`config.mk`:
```
export PLATFORM = sky130hd
export DESIGN_NAME = imem_loader
export DESIGN_NICKNAME = d
export VERILOG_FILES = /design/src/rtl/imem_loader.sv
export SDC_FILE = /design/constraint.sdc
export NUM_CORES = 1
export LEC_CHECK = 0
export BUFFER_PORTS_ARGS = -buffer_cell sky130_fd_sc_hd__buf_2
export CAP_MARGIN = 20
export CORE_ASPECT_RATIO = 1.5
export CORE_MARGIN = 5
export CORE_UTILIZATION = 30
export DETAILED_ROUTE_END_ITERATION = 6
export GPL_TIMING_DRIVEN = 0
export PLACE_DENSITY_LB_ADDON = 0.1
export SYNTH_ARGS = -nofsm -noshare
export SYNTH_HDL_FRONTEND = slang
export SYNTH_SLANG_ARGS = --single-unit
```
`constraint.sdc`:
```
create_clock -name clk -period 2.5 [get_ports clk]
set_clock_uncertainty 0.1 [all_clocks]
set_input_delay 0.25 -clock clk [delete_from_list [all_inputs] [get_ports clk]]
set_output_delay 0.25 -clock clk [all_outputs]
set_load 0.01 [all_outputs]
```
`src/rtl/imem_loader.sv`:
```
// Program loader: packs a valid/ready byte stream MSB-first into instruction words,
// writes them to instruction memory, and holds the CPU in reset until a full program is in place.
module imem_loader #(
    parameter int INSTR_W = 16,
    parameter int ADDR_W  = 5
) (
    input  logic               clk,
    input  logic               reset,
    input  logic               start,
    input  logic [ADDR_W:0]    word_count,
    input  logic               byte_valid,
    input  logic [7:0]         byte_data,
    output logic               byte_ready,
    output logic               imem_we,
    output logic [ADDR_W-1:0]  imem_addr,
    output logic [INSTR_W-1:0] imem_wdata,
    output logic               cpu_reset,
    output logic               busy,
    output logic               done,
    output logic               err
);

    localparam int BYTES = INSTR_W / 8;
    localparam int DEPTH = 2 ** ADDR_W;
    localparam int BCW   = (BYTES > 1) ? $clog2(BYTES) : 1;

    localparam logic [ADDR_W:0] DEPTH_W   = (ADDR_W + 1)'(DEPTH);
    localparam logic [BCW-1:0]  LAST_BYTE = BCW'(BYTES - 1);

    typedef enum logic [1:0] {IDLE, RECV, WRITE, DONE} state_t;

    state_t          state, state_nxt;
    logic [ADDR_W:0] count;
    logic [BCW-1:0]  byte_cnt;
    logic            can_start, count_ok, load_go, load_bad;
    logic            accept, last_byte, last_word;

    assign count_ok  = (word_count != '0) && (word_count <= DEPTH_W);
    assign can_start = (state == IDLE) || (state == DONE);
    assign load_go   = start && can_start && count_ok;
    assign load_bad  = start && can_start && !count_ok;
    assign accept    = byte_ready && byte_valid;
    assign last_byte = (byte_cnt == LAST_BYTE);
    assign last_word = ({1'b0, imem_addr} == count - 1'b1);

    // NOTE: registers use non-blocking assignments so every flop samples pre-edge values.
    always_ff @(posedge clk or posedge reset) begin
        if (reset) state <= IDLE;
        else       state <= state_nxt;
    end

    // NOTE: every output gets a default first, so no path through the case infers a latch.
    always_comb begin
        state_nxt  = state;
        byte_ready = 1'b0;
        imem_we    = 1'b0;
        busy       = 1'b0;
        case (state)
            IDLE, DONE: begin
                if (load_go)       state_nxt = RECV;
                else if (load_bad) state_nxt = IDLE;
            end
            RECV: begin
                byte_ready = 1'b1;
                busy       = 1'b1;
                if (byte_valid && last_byte) state_nxt = WRITE;
            end
            WRITE: begin
                imem_we   = 1'b1;
                busy      = 1'b1;
                state_nxt = last_word ? DONE : RECV;
            end
            default: state_nxt = IDLE;
        endcase
    end

    always_ff @(posedge clk or posedge reset) begin
        if (reset) begin
            count      <= '0;
            byte_cnt   <= '0;
            imem_addr  <= '0;
            imem_wdata <= '0;
            cpu_reset  <= 1'b1;
            done       <= 1'b0;
            err        <= 1'b0;
        end else begin
            if (load_go) begin
                count     <= word_count;
                byte_cnt  <= '0;
                imem_addr <= '0;
                cpu_reset <= 1'b1;
                done      <= 1'b0;
                err       <= 1'b0;
            end else if (load_bad) begin
                err <= 1'b1;
            end

            // Shifting left leaves the first byte of a word in the top lane once it is complete.
            if (accept) begin
                imem_wdata <= (imem_wdata << 8) | INSTR_W'(byte_data);
                byte_cnt   <= last_byte ? '0 : byte_cnt + 1'b1;
            end

            if (state == WRITE) begin
                if (last_word) begin
                    done      <= 1'b1;
                    cpu_reset <= 1'b0;
                end else begin
                    imem_addr <= imem_addr + 1'b1;
                end
            end
        end
    end

endmodule

```
==> summary by stage, run 1 <==
Run status
The flow ran to the end, and the final reports show no timing, DRC or antenna violations.

GRT
The first global-routing pass estimated 6.23 mm of wire. The busiest layer in global routing is met2. The routing usage on met3 is 4.11%.

The overall overflow remaining after global route is 0. The number of global-route vias before repair is 1334. The global router's overall resource usage is 11.3%.

The initial antenna violation count is 0. In the global route stage, met2 resource usage came out at 20.5%. In the global route stage, met1 resource usage came out at 12.0%. Entering global routing, the biggest net connects 23 pins.

Yosys
The number of standard cells after synthesis is 141. The synthesized netlist contains 44 unique library cells. For this run, asynchronously set or reset flops after synthesis account for 100%. The synthesized net count is 163.

Counting flops with a built-in enable in the synthesized netlist gives 0. The biggest area contributor in the post-synthesis netlist is sky130_fd_sc_hd__dfrtp_1. The synthesis warning total is 0. Sequential cells were found to cover 51.2% of the synthesized design area. The portion of synthesized cell area occupied by the leading cell type is 49.5%. The average footprint of a synthesized cell is 11.5 um2. The commonest cells after synthesis are sky130_fd_sc_hd__dfrtp_1 (32), sky130_fd_sc_hd__mux2_2 (18), sky130_fd_sc_hd__inv_1 (9), sky130_fd_sc_hd__nor2_1 (9), sky130_fd_sc_hd__nand3_1 (7). The post-synthesis sequential element count is 33. The leading register cell type out of synthesis is sky130_fd_sc_hd__dfrtp_1.

Among all cell types in the netlist, the one instantiated most often is sky130_fd_sc_hd__dfrtp_1. After synthesis, the cell types taking the most area are sky130_fd_sc_hd__dfrtp_1 (50%), sky130_fd_sc_hd__mux2_2 (13%), sky130_fd_sc_hd__ha_1 (3.1%). The area of the mapped netlist is 1620 um2.

Critical path
In this run the worst path has a maximum fanout of 5. The kind of cell adding the most delay to the critical path is compound AO/OA/AOI/OAI gates. STA classifies the critical path endpoint as a flop. Data on the critical path is required at its endpoint by 2570 ps.

The number of cells on the worst reg-to-reg path is 7. The startpoint type of the worst setup path is a flop. For this design, the slowest cell found on the critical path is sky130_fd_sc_hd__dfrtp_1. The signal on the critical path passes through inv_1 -> ha_1 -> o21ba_2 -> a221o_1 -> and2_1 -> o21ai_2 -> mux2_2. The critical path start-end classification is reg2reg. The total stage count of the critical path is 7. The worst endpoint data arrival time is 2390 ps. The delay contributed by the slowest stage of the critical path is 400 ps. The combined buffer and inverter count along the critical path is 1.

STA
In the finished design, the share of the clock period the worst path needs comes to 92.8%. On the final layout, the worst hold slack is 97.3 ps. The final number of hold-violating endpoints was 0. The peak clock frequency supported by timing is 431 MHz. The remaining max-slew budget at the tightest pin is 62.8%. Setup violations remaining at the end of the flow were counted as 0.

The max-slew violation total from the final report was 0. The final-layout setup total negative slack is 0 ps. The slew at the pin closest to its max-slew limit is 558 ps. Setup repair after global routing left no endpoint under its margin.

For the finished layout, the period the worst path requires is 2320 ps.

Floorplanning
In this run the horizontal extent of the chip is 69.9 um. The floorplan step defined a die boundary enclosing 6990 um2. The core outline area is 5200 um2.

Once the floorplan was initialized, standard cells occupied 31.1% of the core. The floorplan has 32 rows. The chip height is 99.9 um. 45 I/O pins were placed.

Final layout
Summing all multi-input logic gate instances after layout gives 728 um2. Compared with the post-synthesis result, the final layout area differs by 26.2%. The sequential cells in the finished layout cover a total of 827 um2. After the last flow step, the layout net total stands at 216. The antenna diode count is 0. After filler insertion, the fill cell instance count of the layout stands at 554. Leaving out filler cells and counting taps, the final layout contains 263. At the end of the flow the core is filled with cells to 39.2%. The post-route netlist has 41.5% of its cells at a drive strength greater than 1.

CTS
The CTS H-tree depth is 2. In this run the post-CTS setup repair buffer count came out at 0. For this design, the sink count on the clock tree is 33. The cell sitting at the root of the clock tree is a sky130_fd_sc_hd__clkbuf_8. After clock tree synthesis, the clock-pin slew on the worst setup and hold paths is 70 ps.

The number of buffers between clock root and the deepest sink is 2. The clock latency at the later pin of the worst-skew pair is 280 ps. The CTS tree is done. The TritonCTS buffer count is 5.

Placement
The total instance count after detailed placement is 254. The count of buffers added on input and output ports is 44. The HPWL after detailed placement is 2.87 mm.

The global placement routability congestion is 0.805.

Detailed routing
Dividing the detail-routed via count by the number of cells gives 4.82. In the final routed layout, each cell accounts on average for 14.2 um. Summed over all layers, the routed wires come to 3.73 mm. The number of vias after detailed routing is 1267.

For this run, design rule violations remaining after detail routing come to 0. For this run, the detailed router's first-pass iteration total came to 4. The count of nets left with antenna violations once routing finished came out at 0. In this run, the number of DRC markers left after iteration 0 of detailed routing was 45.

Power and ir drop
The analysis attributes to cell leakage a power of 0.952 nW. VDD sags by at most 0.505 mV. The areal power density over the cells is 1110 nW/um2.

Worst hold path
The count of cells along the worst hold path is 2. The kind of path behind the tightest hold check is in2reg.

Job
The number of violations of the max-capacitance limit is 0.
[flip-flops by register name, summed over array words and instances (netlist names)]
name	flops
cpu_reset	1
imem_wdata	16
imem_addr	5
state	2
done	1
err	1
count	6
byte_cnt	1
[where the power goes]
part | total (mW) | internal (mW) | leakage (nW) | switching (mW)
logic | 0.967 | 0.482 | 0.502 | 0.485
registers | 0.915 | 0.750 | 0.408 | 0.165
clock network | 0.388 | 0.195 | 0.0422 | 0.193
[logic make-up after synthesis]
kind of cell / share of synthesized area (%)
fa+ha+maj: 3.10
xor+xnor: 3.79
buf+inv: 3.79
simple gates: 11.1
compound gates: 12.6
flops: 51.2
mux: 14.4
[worst register-to-register path, stage by stage (launching register included)]
cell and delay (ps):
sky130_fd_sc_hd__dfrtp_1 400, sky130_fd_sc_hd__inv_1 80, sky130_fd_sc_hd__ha_1 270, sky130_fd_sc_hd__o21ba_2 220, sky130_fd_sc_hd__a221o_1 360, sky130_fd_sc_hd__and2_1 200, sky130_fd_sc_hd__o21ai_2 230, sky130_fd_sc_hd__mux2_2 360
[cells in the final DEF (no fill, tap or decap), types with 2 or more instances in the layout]
cell type                  Yosys  routed
sky130_fd_sc_hd__a21oi_1       4       4
sky130_fd_sc_hd__a22o_1        2       2
sky130_fd_sc_hd__buf_2         1      45
sky130_fd_sc_hd__clkbuf_1      2       4
sky130_fd_sc_hd__clkbuf_8      0       5
sky130_fd_sc_hd__dfrtp_1      32      32
sky130_fd_sc_hd__ha_1          4       4
sky130_fd_sc_hd__inv_1         9       9
sky130_fd_sc_hd__mux2_2       18      18
sky130_fd_sc_hd__mux2_4        2       2
sky130_fd_sc_hd__nand2_1       5       5
sky130_fd_sc_hd__nand3_1       7       7
sky130_fd_sc_hd__nand4_1       2       2
sky130_fd_sc_hd__nor2_1        9       9
sky130_fd_sc_hd__o211ai_1      3       3
sky130_fd_sc_hd__o21ai_0       4       4
sky130_fd_sc_hd__o21ai_1       4       4
sky130_fd_sc_hd__xnor2_1       4       4
sky130_fd_sc_hd__xor2_1        3       3
[stage by stage]
stage          area, um2  setup WS (ps)  power (mW)
3_5_place_dp        1950            199        1.91
2_1_floorplan       1620            377        1.56
5_1_grt             2040           80.3        2.44
3_3_place_gp        1920            219        1.87
4_1_cts             2040            177        2.31
6_report            2040            179        2.27
[routing by layer]
metal,vias up,share of wire (%)
met5,-,0
met4,0,1.6
met3,5,5.4
met2,34,54
met1,621,39
li1,607,-
[path summary, 6_finish.rpt]
check | start | end | slack, ps
min in group asynchronous | reset | count[5]$_DFFE_PP0P_ | 460
min | byte_data[3] | imem_wdata[3]$_DFFE_PP0P_ | 100
min reg2reg | err$_DFFE_PP0P_ | err$_DFFE_PP0P_ | 400
max in group asynchronous | reset | cpu_reset$_DFF_PP1_ | 1270
max | count[0]$_DFFE_PP0P_ | imem_addr[1]$_DFF_PP0_ | 180
max reg2reg | count[0]$_DFFE_PP0P_ | imem_addr[1]$_DFF_PP0_ | 180
[what timing repair did]
item | 4_1_cts | 5_1_grt
hold buffers | 1 | 0
gates resized for setup | 0 | 0
hold endpoints to repair | 11 | 0
[area by class of cell]
type                            count  area share (%)
Sequential cell                    33            40.5
Timing Repair Buffer               46            12.6
Multi-Input combinational cell     94            35.7
Inverter                           10            1.84
Buffer                              4            1.16
Tap cell                           68            4.17
Clock inverter                      1           0.245
Clock buffer                        7            3.74
(Power assumes the default switching activity.)
==> inputs of run 2 (changes only) <==
Settings changed: ABC_CLOCK_PERIOD_IN_PS set to 2500, CORE_UTILIZATION 30 to 35.
==> run 2 against run 1 <==
Against the previous run:
- die area shrank 13%
- total power rose by 1.1%
- wire length up 0.88%
- maximum frequency decreased by 1.0%
- register-to-register slack got worse by 20 ps
- global-route usage grew 2.3 points
==> summary by stage, run 2 (synthesis results as in run 1) <==
Run status
The run finished with clean final reports.

GRT
The wire length of the first global-routing pass is 6.43 mm (+3.2%). The maximum number of pins on one net before global-route repair came to 25 (+8.7%). The overall overflow remaining after global route is 0 (unchanged). The number of global-route vias before repair is 1414 (+6.0%). The global router's overall resource usage was 13.6% (+2.3 points). The initial antenna violation count is 0 (unchanged).

Detailed routing
The top layer used by detailed routing is met4. The routed wire length is 3.76 mm (+0.88%). The routed wire length per instance was 15.5 um (+9.2%). The routed via count divided by cell count is 5.28 (+9.5%). The number of search-and-repair iterations in the first detailed-routing pass is 4 (unchanged). The starting DRC count in detailed routing is 66 (+47%).

The wire length on met1 is 1.48 mm (+2.6%). The total length of routed met3 wires was 155 um (-23%). The met2 routed wirelength is 2.10 mm (+3.5%). The number of nets still failing antenna checks after routing is 0 (unchanged). The remaining routing DRC violations is 0 (unchanged).

The number of vias after detailed routing is 1282 (+1.2%).

STA
The worst setup margin is 155 ps (-24.6 ps). The max-slew violation total from the final report came to 0 (unchanged). The final-layout setup total negative slack is 0 ps (unchanged). The peak clock frequency supported by timing was 426 MHz (-1.0%).

Setup repair after global routing left no endpoint under its margin. The final number of hold-violating endpoints is 0 (unchanged). The slew at the pin closest to its max-slew limit was 554 ps (-3.59 ps). The share of the cycle needed by the critical path after routing is 93.8% (+0.98 points).

The final period demand of the worst path is 2350 ps (+24.6 ps). The remaining max-slew budget at the tightest pin came to 63.0% (+0.28 points). The total setup violations reported at the end of the flow came to 0 (unchanged).

Power and ir drop
The power dissipated by switching net loads is 838 uW (-0.59%). The fraction of power consumed by sequential logic came to 39.6% (-0.7 points). The net switching share of the total power is 36.5% (-0.60 points). The relative contribution of combinational cells to total power is 42.5% (about the same).

The internal power contribution is 1.46 mW (+2.0%). The clock share of power is 17.9% (+0.8 points). The leakage power is 0.955 nW (+0.34%).

The areal power density over the cells came to 1130 nW/um2 (+1.9%). The largest voltage drop on the vdd net is 0.619 mV (+23%).

CTS
The TritonCTS buffer count was 5 (unchanged). The CTS H-tree depth is 2 (unchanged). TritonCTS built the clock tree. The cts-stage hold buffer count was 1 (unchanged). The number of buffers between clock root and the deepest sink is 2 (unchanged). The clock latency at the later pin of the worst-skew pair is 280 ps (about the same). The post-CTS repair timing setup buffer count is 0 (unchanged). The post-CTS resize count is 0 (unchanged).

The clock-pin slew on the worst setup and hold paths is 70 ps (about the same). The library cell used as clock root buffer is sky130_fd_sc_hd__clkbuf_8. The clock net sink count came to 33 (unchanged).

Critical path
The largest fanout of any net on the critical path was 5 (unchanged). The delay contributed by the slowest stage of the critical path is 400 ps (about the same). The worst setup path is launched from a flop. Among all stages on the critical path, the largest delay is contributed by sky130_fd_sc_hd__dfrtp_1. The kind of cell adding the most delay to the critical path is compound AO/OA/AOI/OAI gates. The worst register-to-register path begins at count[0]$_DFFE_PP0P_. The worst endpoint data arrival time was 2410 ps (+20 ps). The worst setup path is of the reg2reg kind. The first element of the critical path is count[0]$_DFFE_PP0P_. The critical path goes through inv_1 -> ha_1 -> o21ba_2 -> a221o_1 -> and2_1 -> o21ai_2 -> mux2_2. The critical path data required time is 2570 ps (about the same). STA classifies the critical path endpoint as a flop.

The combined buffer and inverter count along the critical path is 1 (unchanged).

Final layout
The area growth from synthesis to layout is 25.2%. The antenna diode count was 0 (unchanged). Leaving out fill and tap cells, the most frequent cell in the layout is sky130_fd_sc_hd__buf_2. The library cells used most frequently in the layout, excluding fill and tap cells, are sky130_fd_sc_hd__buf_2 (45), sky130_fd_sc_hd__dfrtp_1 (32), sky130_fd_sc_hd__mux2_2 (18). The flip-flop count of the largest register after layout was 16 (unchanged). The register ranked first by flip-flop count is imem_wdata. In the final layout, the registers with the most flip-flops are imem_wdata (16), count (6), imem_addr (5). The fraction of final layout cells with drive strength greater than 1 is 41.5% (unchanged).

The number of nets in the layout is 216 (unchanged).

Job
The number of violations of the max-capacitance limit came to 0 (unchanged).

Placement
The HPWL after detailed placement came to 2.90 mm (+1.1%). The global placement routability congestion is 0.847 (+5.2%). The port buffer count is 44 (unchanged). The pre-CTS setup slack is 174 ps (-25.5 ps).

Worst hold path
The kind of path behind the tightest hold check is in2reg. The startpoint of the lowest-slack hold path is byte_data[3].

Floorplanning
The core outline area came to 4500 um2 (-13%). The chip height is 93.2 um (-6.7%). The row count is 30 (-6.3%). The die span in x is 65.5 um (-6.4%). The area enclosed by the die boundary came to 6110 um2 (-13%). The effective utilization at floorplan was 35.9% (+4.8 points).

The total I/O pin count was 45 (unchanged).
==> run 2: cell types whose count changed in the layout (fill, tap and decap cells not counted) <==
| cell | before | now |
|---|---|---|
| sky130_fd_sc_hd__clkbuf_8 | 5 | 6 |
| sky130_fd_sc_hd__clkinv_2 | 1 | 0 |
==> run 2: metal layers <==
metal  track usage [%]  vias up
met5                 0        -
met4              5.19        0
met3              4.57        2
met2              25.1       33
met1              13.8      641
li1                  -      606
==> run 2: path summary, 6_finish.rpt <==
check / slack (ps) / end / cells after the start
max in group asynchronous: 1290 / cpu_reset$_DFF_PP1_ / 4
min in group asynchronous: 440 / imem_wdata[11]$_DFFE_PP0P_ / 3
worst min-delay path: 100 / imem_wdata[3]$_DFFE_PP0P_ / 2
worst max-delay path: 150 / imem_addr[1]$_DFF_PP0_ / 7
worst min register to register: 390 / byte_cnt$_DFFE_PP0P_ / 1
worst max register to register: 150 / imem_addr[1]$_DFF_PP0_ / 7
==> run 2: cell type report <==
class,count,area (um2)
clock buffer,8,90.1
inverter,10,37.5
fill,450,2480
sequential,33,827
buffer,4,23.8
multi-input combinational,94,728
tap,48,60.1
timing repair buffer,46,258
==> run 2: power groups by stage <==
| stage | logic [mW] | clock network (mW) | registers (mW) |
|---|---|---|---|
| after floorplan | 0.594 | 0 | 0.965 |
| after global placement | 0.954 | 0 | 0.905 |
| after detailed placement | 0.989 | 0 | 0.918 |
| after CTS | 0.994 | 0.430 | 0.909 |
| after global routing | 1.08 | 0.459 | 0.939 |
| final | 0.975 | 0.411 | 0.908 |
==> run 2: per-stage QoR <==
| stage | hold slack (ps) | total power [mW] | utilization, % | instances | area (um2) |
|---|---|---|---|---|---|
| 3_3_place_gp | 374 | 1.86 | 42.1 | 233 | 1900 |
| 3_5_place_dp | 214 | 1.91 | 42.7 | 234 | 1920 |
| 4_1_cts | 90.1 | 2.33 | 44.9 | 243 | 2020 |
| 5_1_grt | 84.5 | 2.48 | 44.9 | 243 | 2020 |
| 6_report | 99.8 | 2.29 | 44.9 | 243 | 2020 |
| 2_1_floorplan | 272 | 1.56 | - | 141 | 1620 |
==> inputs of run 3 (changes only) <==
Settings changed: CORE_UTILIZATION 35 to 40.
==> run 3 against run 2 <==
Against the previous run:
- sequential share of layout area is 0.15 points lower
- critical path type unchanged
- clock-buffer cell count is 1 lower
- via count is 0.16% higher
- die area fell by 11%
- global-route usage grew 1.5 points
- non-clock buffer count stayed put
- design area grew 0.37%
==> summary by stage, run 3 (synthesis results as in run 1) <==
Run status
The run finished with clean final reports.

STA
The worst setup margin is 173 ps (+18.6 ps). The final-layout setup total negative slack is 0 ps (unchanged). The share of the cycle needed by the critical path after routing is 93.1% (-0.75 points). The worst hold-check slack was 102 ps (+2.00 ps). Setup repair after global routing left no endpoint under its margin. The final period demand of the worst path is 2330 ps (-18.6 ps). The peak clock frequency supported by timing is 430 MHz (+0.80%).

The remaining max-slew budget at the tightest pin is 63.6% (+0.61 points). The final number of hold-violating endpoints is 0 (unchanged). The total setup violations reported at the end of the flow is 0 (unchanged). The slew at the pin closest to its max-slew limit is 545 ps (-9.13 ps). The max-slew violation total from the final report is 0 (unchanged).

Final layout
Ranked by flip-flop count, first place goes to imem_wdata. The area growth from synthesis to layout is 25.7%. The post-route core utilization is 51.8% (+6.8 points). The top cell types in the final layout, fill and taps aside, are sky130_fd_sc_hd__buf_2 (45), sky130_fd_sc_hd__dfrtp_1 (32), sky130_fd_sc_hd__mux2_2 (18). The fraction of final layout cells with drive strength greater than 1 came to 42.6% (+1.0 points). The most frequent standard cell in the layout excluding fill and tap cells is sky130_fd_sc_hd__buf_2. The number of fill cells came to 371 (-18%). The area of all sequential standard cells is 827 um2 (unchanged).

The number of nets in the layout came to 216 (unchanged). In the final layout, the registers with the most flip-flops are imem_wdata (16), count (6), imem_addr (5). The flip-flop count of the largest register after layout is 16 (unchanged). The count of non-filler cells in the finished layout is 240 (-1.2%). The antenna diode count is 0 (unchanged). The multi-input combinational cell area is 728 um2 (unchanged).

GRT
The number of global-route vias before repair was 1389 (-1.8%). The overall overflow remaining after global route is 0 (unchanged). The initial antenna violation count is 0 (unchanged). The wire length of the first global-routing pass came to 6.18 mm (-4.0%). The maximum number of pins on one net before global-route repair was 25 (unchanged).

The global router's overall resource usage is 15.1% (+1.5 points).

Power and ir drop
The fraction of power consumed by sequential logic came to 39.3% (-0.3 points). The net switching share of the total power came to 35.9% (-0.59 points). The power dissipated by switching net loads came to 830 uW (-0.85%). The clock share of power came to 18.9% (+1.0 points). The relative contribution of combinational cells to total power is 41.8% (-0.7 points). The internal power contribution is 1.48 mW (+1.7%).

The areal power density over the cells was 1140 nW/um2 (+0.39%). The largest voltage drop on the vdd net is 0.682 mV (+10%). The leakage power is 0.964 nW (+0.91%).

Placement
The total instance count after detailed placement is 231 (-1.3%). The port buffer count is 44 (unchanged). The pre-CTS setup slack is 206 ps (+32.1 ps). The global placement routability congestion is 0.844 (-0.32%).

The HPWL after detailed placement came to 2.76 mm (-4.8%).

Worst hold path
The kind of path behind the tightest hold check is in2reg.

Detailed routing
The starting DRC count in detailed routing was 70 (+6.1%). The routed wire length per instance came to 14.7 um (-5.1%). The routed wire length is 3.53 mm (-6.3%). The remaining routing DRC violations was 0 (unchanged). The number of search-and-repair iterations in the first detailed-routing pass was 4 (unchanged).

The routed via count divided by cell count came to 5.35 (+1.4%). The number of nets still failing antenna checks after routing is 0 (unchanged). The number of vias after detailed routing is 1284 (+0.16%).

Floorplanning
The total I/O pin count is 45 (unchanged). The chip height came to 87.9 um (-5.8%). The die span in x is 61.9 um (-5.5%).

The effective utilization at floorplan came to 41.2% (+5.3 points). The area enclosed by the die boundary is 5440 um2 (-11%). The core outline area is 3920 um2 (-13%).

The row count is 28 (-6.7%).

Critical path
The worst setup path is of the reg2reg kind. The largest fanout of any net on the critical path is 5 (unchanged). The setup slack of the most critical reg-to-reg path is 170 ps (+20 ps).

The worst setup path is captured at a flop. The critical path data required time is 2570 ps (about the same). The startpoint type of the worst setup path is a flop. The worst endpoint data arrival time came to 2390 ps (-20 ps).

CTS
The clock latency at the later pin of the worst-skew pair came to 280 ps (about the same). The cts-stage hold buffer count is 1 (unchanged). The clock net sink count is 33 (unchanged).

The number of buffers between clock root and the deepest sink is 2 (unchanged). The TritonCTS buffer count was 5 (unchanged). The clock-pin slew on the worst setup and hold paths is 70 ps (about the same). The post-CTS repair timing setup buffer count is 0 (unchanged). The post-CTS resize count was 0 (unchanged). TritonCTS built the clock tree. The tree is rooted in a sky130_fd_sc_hd__clkbuf_8. The CTS H-tree depth is 2 (unchanged).

Job
The number of violations of the max-capacitance limit is 0 (unchanged).
==> run 3: path summary, 6_finish.rpt <==
check	from	to	cells after the start
worst max-delay path	count[0]$_DFFE_PP0P_	imem_addr[1]$_DFF_PP0_	7
worst min-delay path	byte_data[5]	imem_wdata[5]$_DFFE_PP0P_	2
worst max register to register	count[0]$_DFFE_PP0P_	imem_addr[1]$_DFF_PP0_	7
worst min register to register	byte_cnt$_DFFE_PP0P_	byte_cnt$_DFFE_PP0P_	1
max in group asynchronous	reset	cpu_reset$_DFF_PP1_	4
min in group asynchronous	reset	imem_wdata[11]$_DFFE_PP0P_	3
==> run 3: power by group through the flow <==
| stage | clock, mW | combinational, mW | sequential [mW] |
|---|---|---|---|
| 2_1_floorplan | 0 | 0.594 | 0.965 |
| 3_3_place_gp | 0 | 0.952 | 0.906 |
| 3_5_place_dp | 0 | 0.976 | 0.922 |
| 4_1_cts | 0.457 | 0.982 | 0.913 |
| 5_1_grt | 0.477 | 1.08 | 0.948 |
| 6_report | 0.437 | 0.966 | 0.909 |
==> run 3: final cells by class <==
type | instances | share of cell area (%)
flip-flops and latches | 33 | 40.7
multi-input cells | 94 | 35.8
repair buffers | 46 | 12.7
clock buffers | 7 | 4.74
well taps | 45 | 2.77
inverters | 10 | 1.85
plain buffers | 4 | 1.17
clock inverters | 1 | 0.246
==> run 3: through the flow <==
step | total power [mW] | area [um2]
2_1_floorplan | 1.56 | 1620
3_3_place_gp | 1.86 | 1890
3_5_place_dp | 1.90 | 1920
4_1_cts | 2.35 | 2030
5_1_grt | 2.51 | 2030
6_report | 2.31 | 2030
==> run 3: layer usage <==
layer  track usage, %  vias up  part of all wire (%)
met5                0        -                     0
met4             5.98        0                   1.3
met3             3.98        5                   5.0
li1                 -      608                     -
met1             16.7      628                    39
met2             26.7       43                    55
==> run 3: critical path, cell delays in order, from the launching register on <==
cell and delay [ps]:
sky130_fd_sc_hd__dfrtp_1 400, sky130_fd_sc_hd__inv_1 80, sky130_fd_sc_hd__ha_1 270, sky130_fd_sc_hd__o21ba_2 210, sky130_fd_sc_hd__a221o_1 370, sky130_fd_sc_hd__and2_1 200, sky130_fd_sc_hd__o21ai_2 230, sky130_fd_sc_hd__mux2_2 360
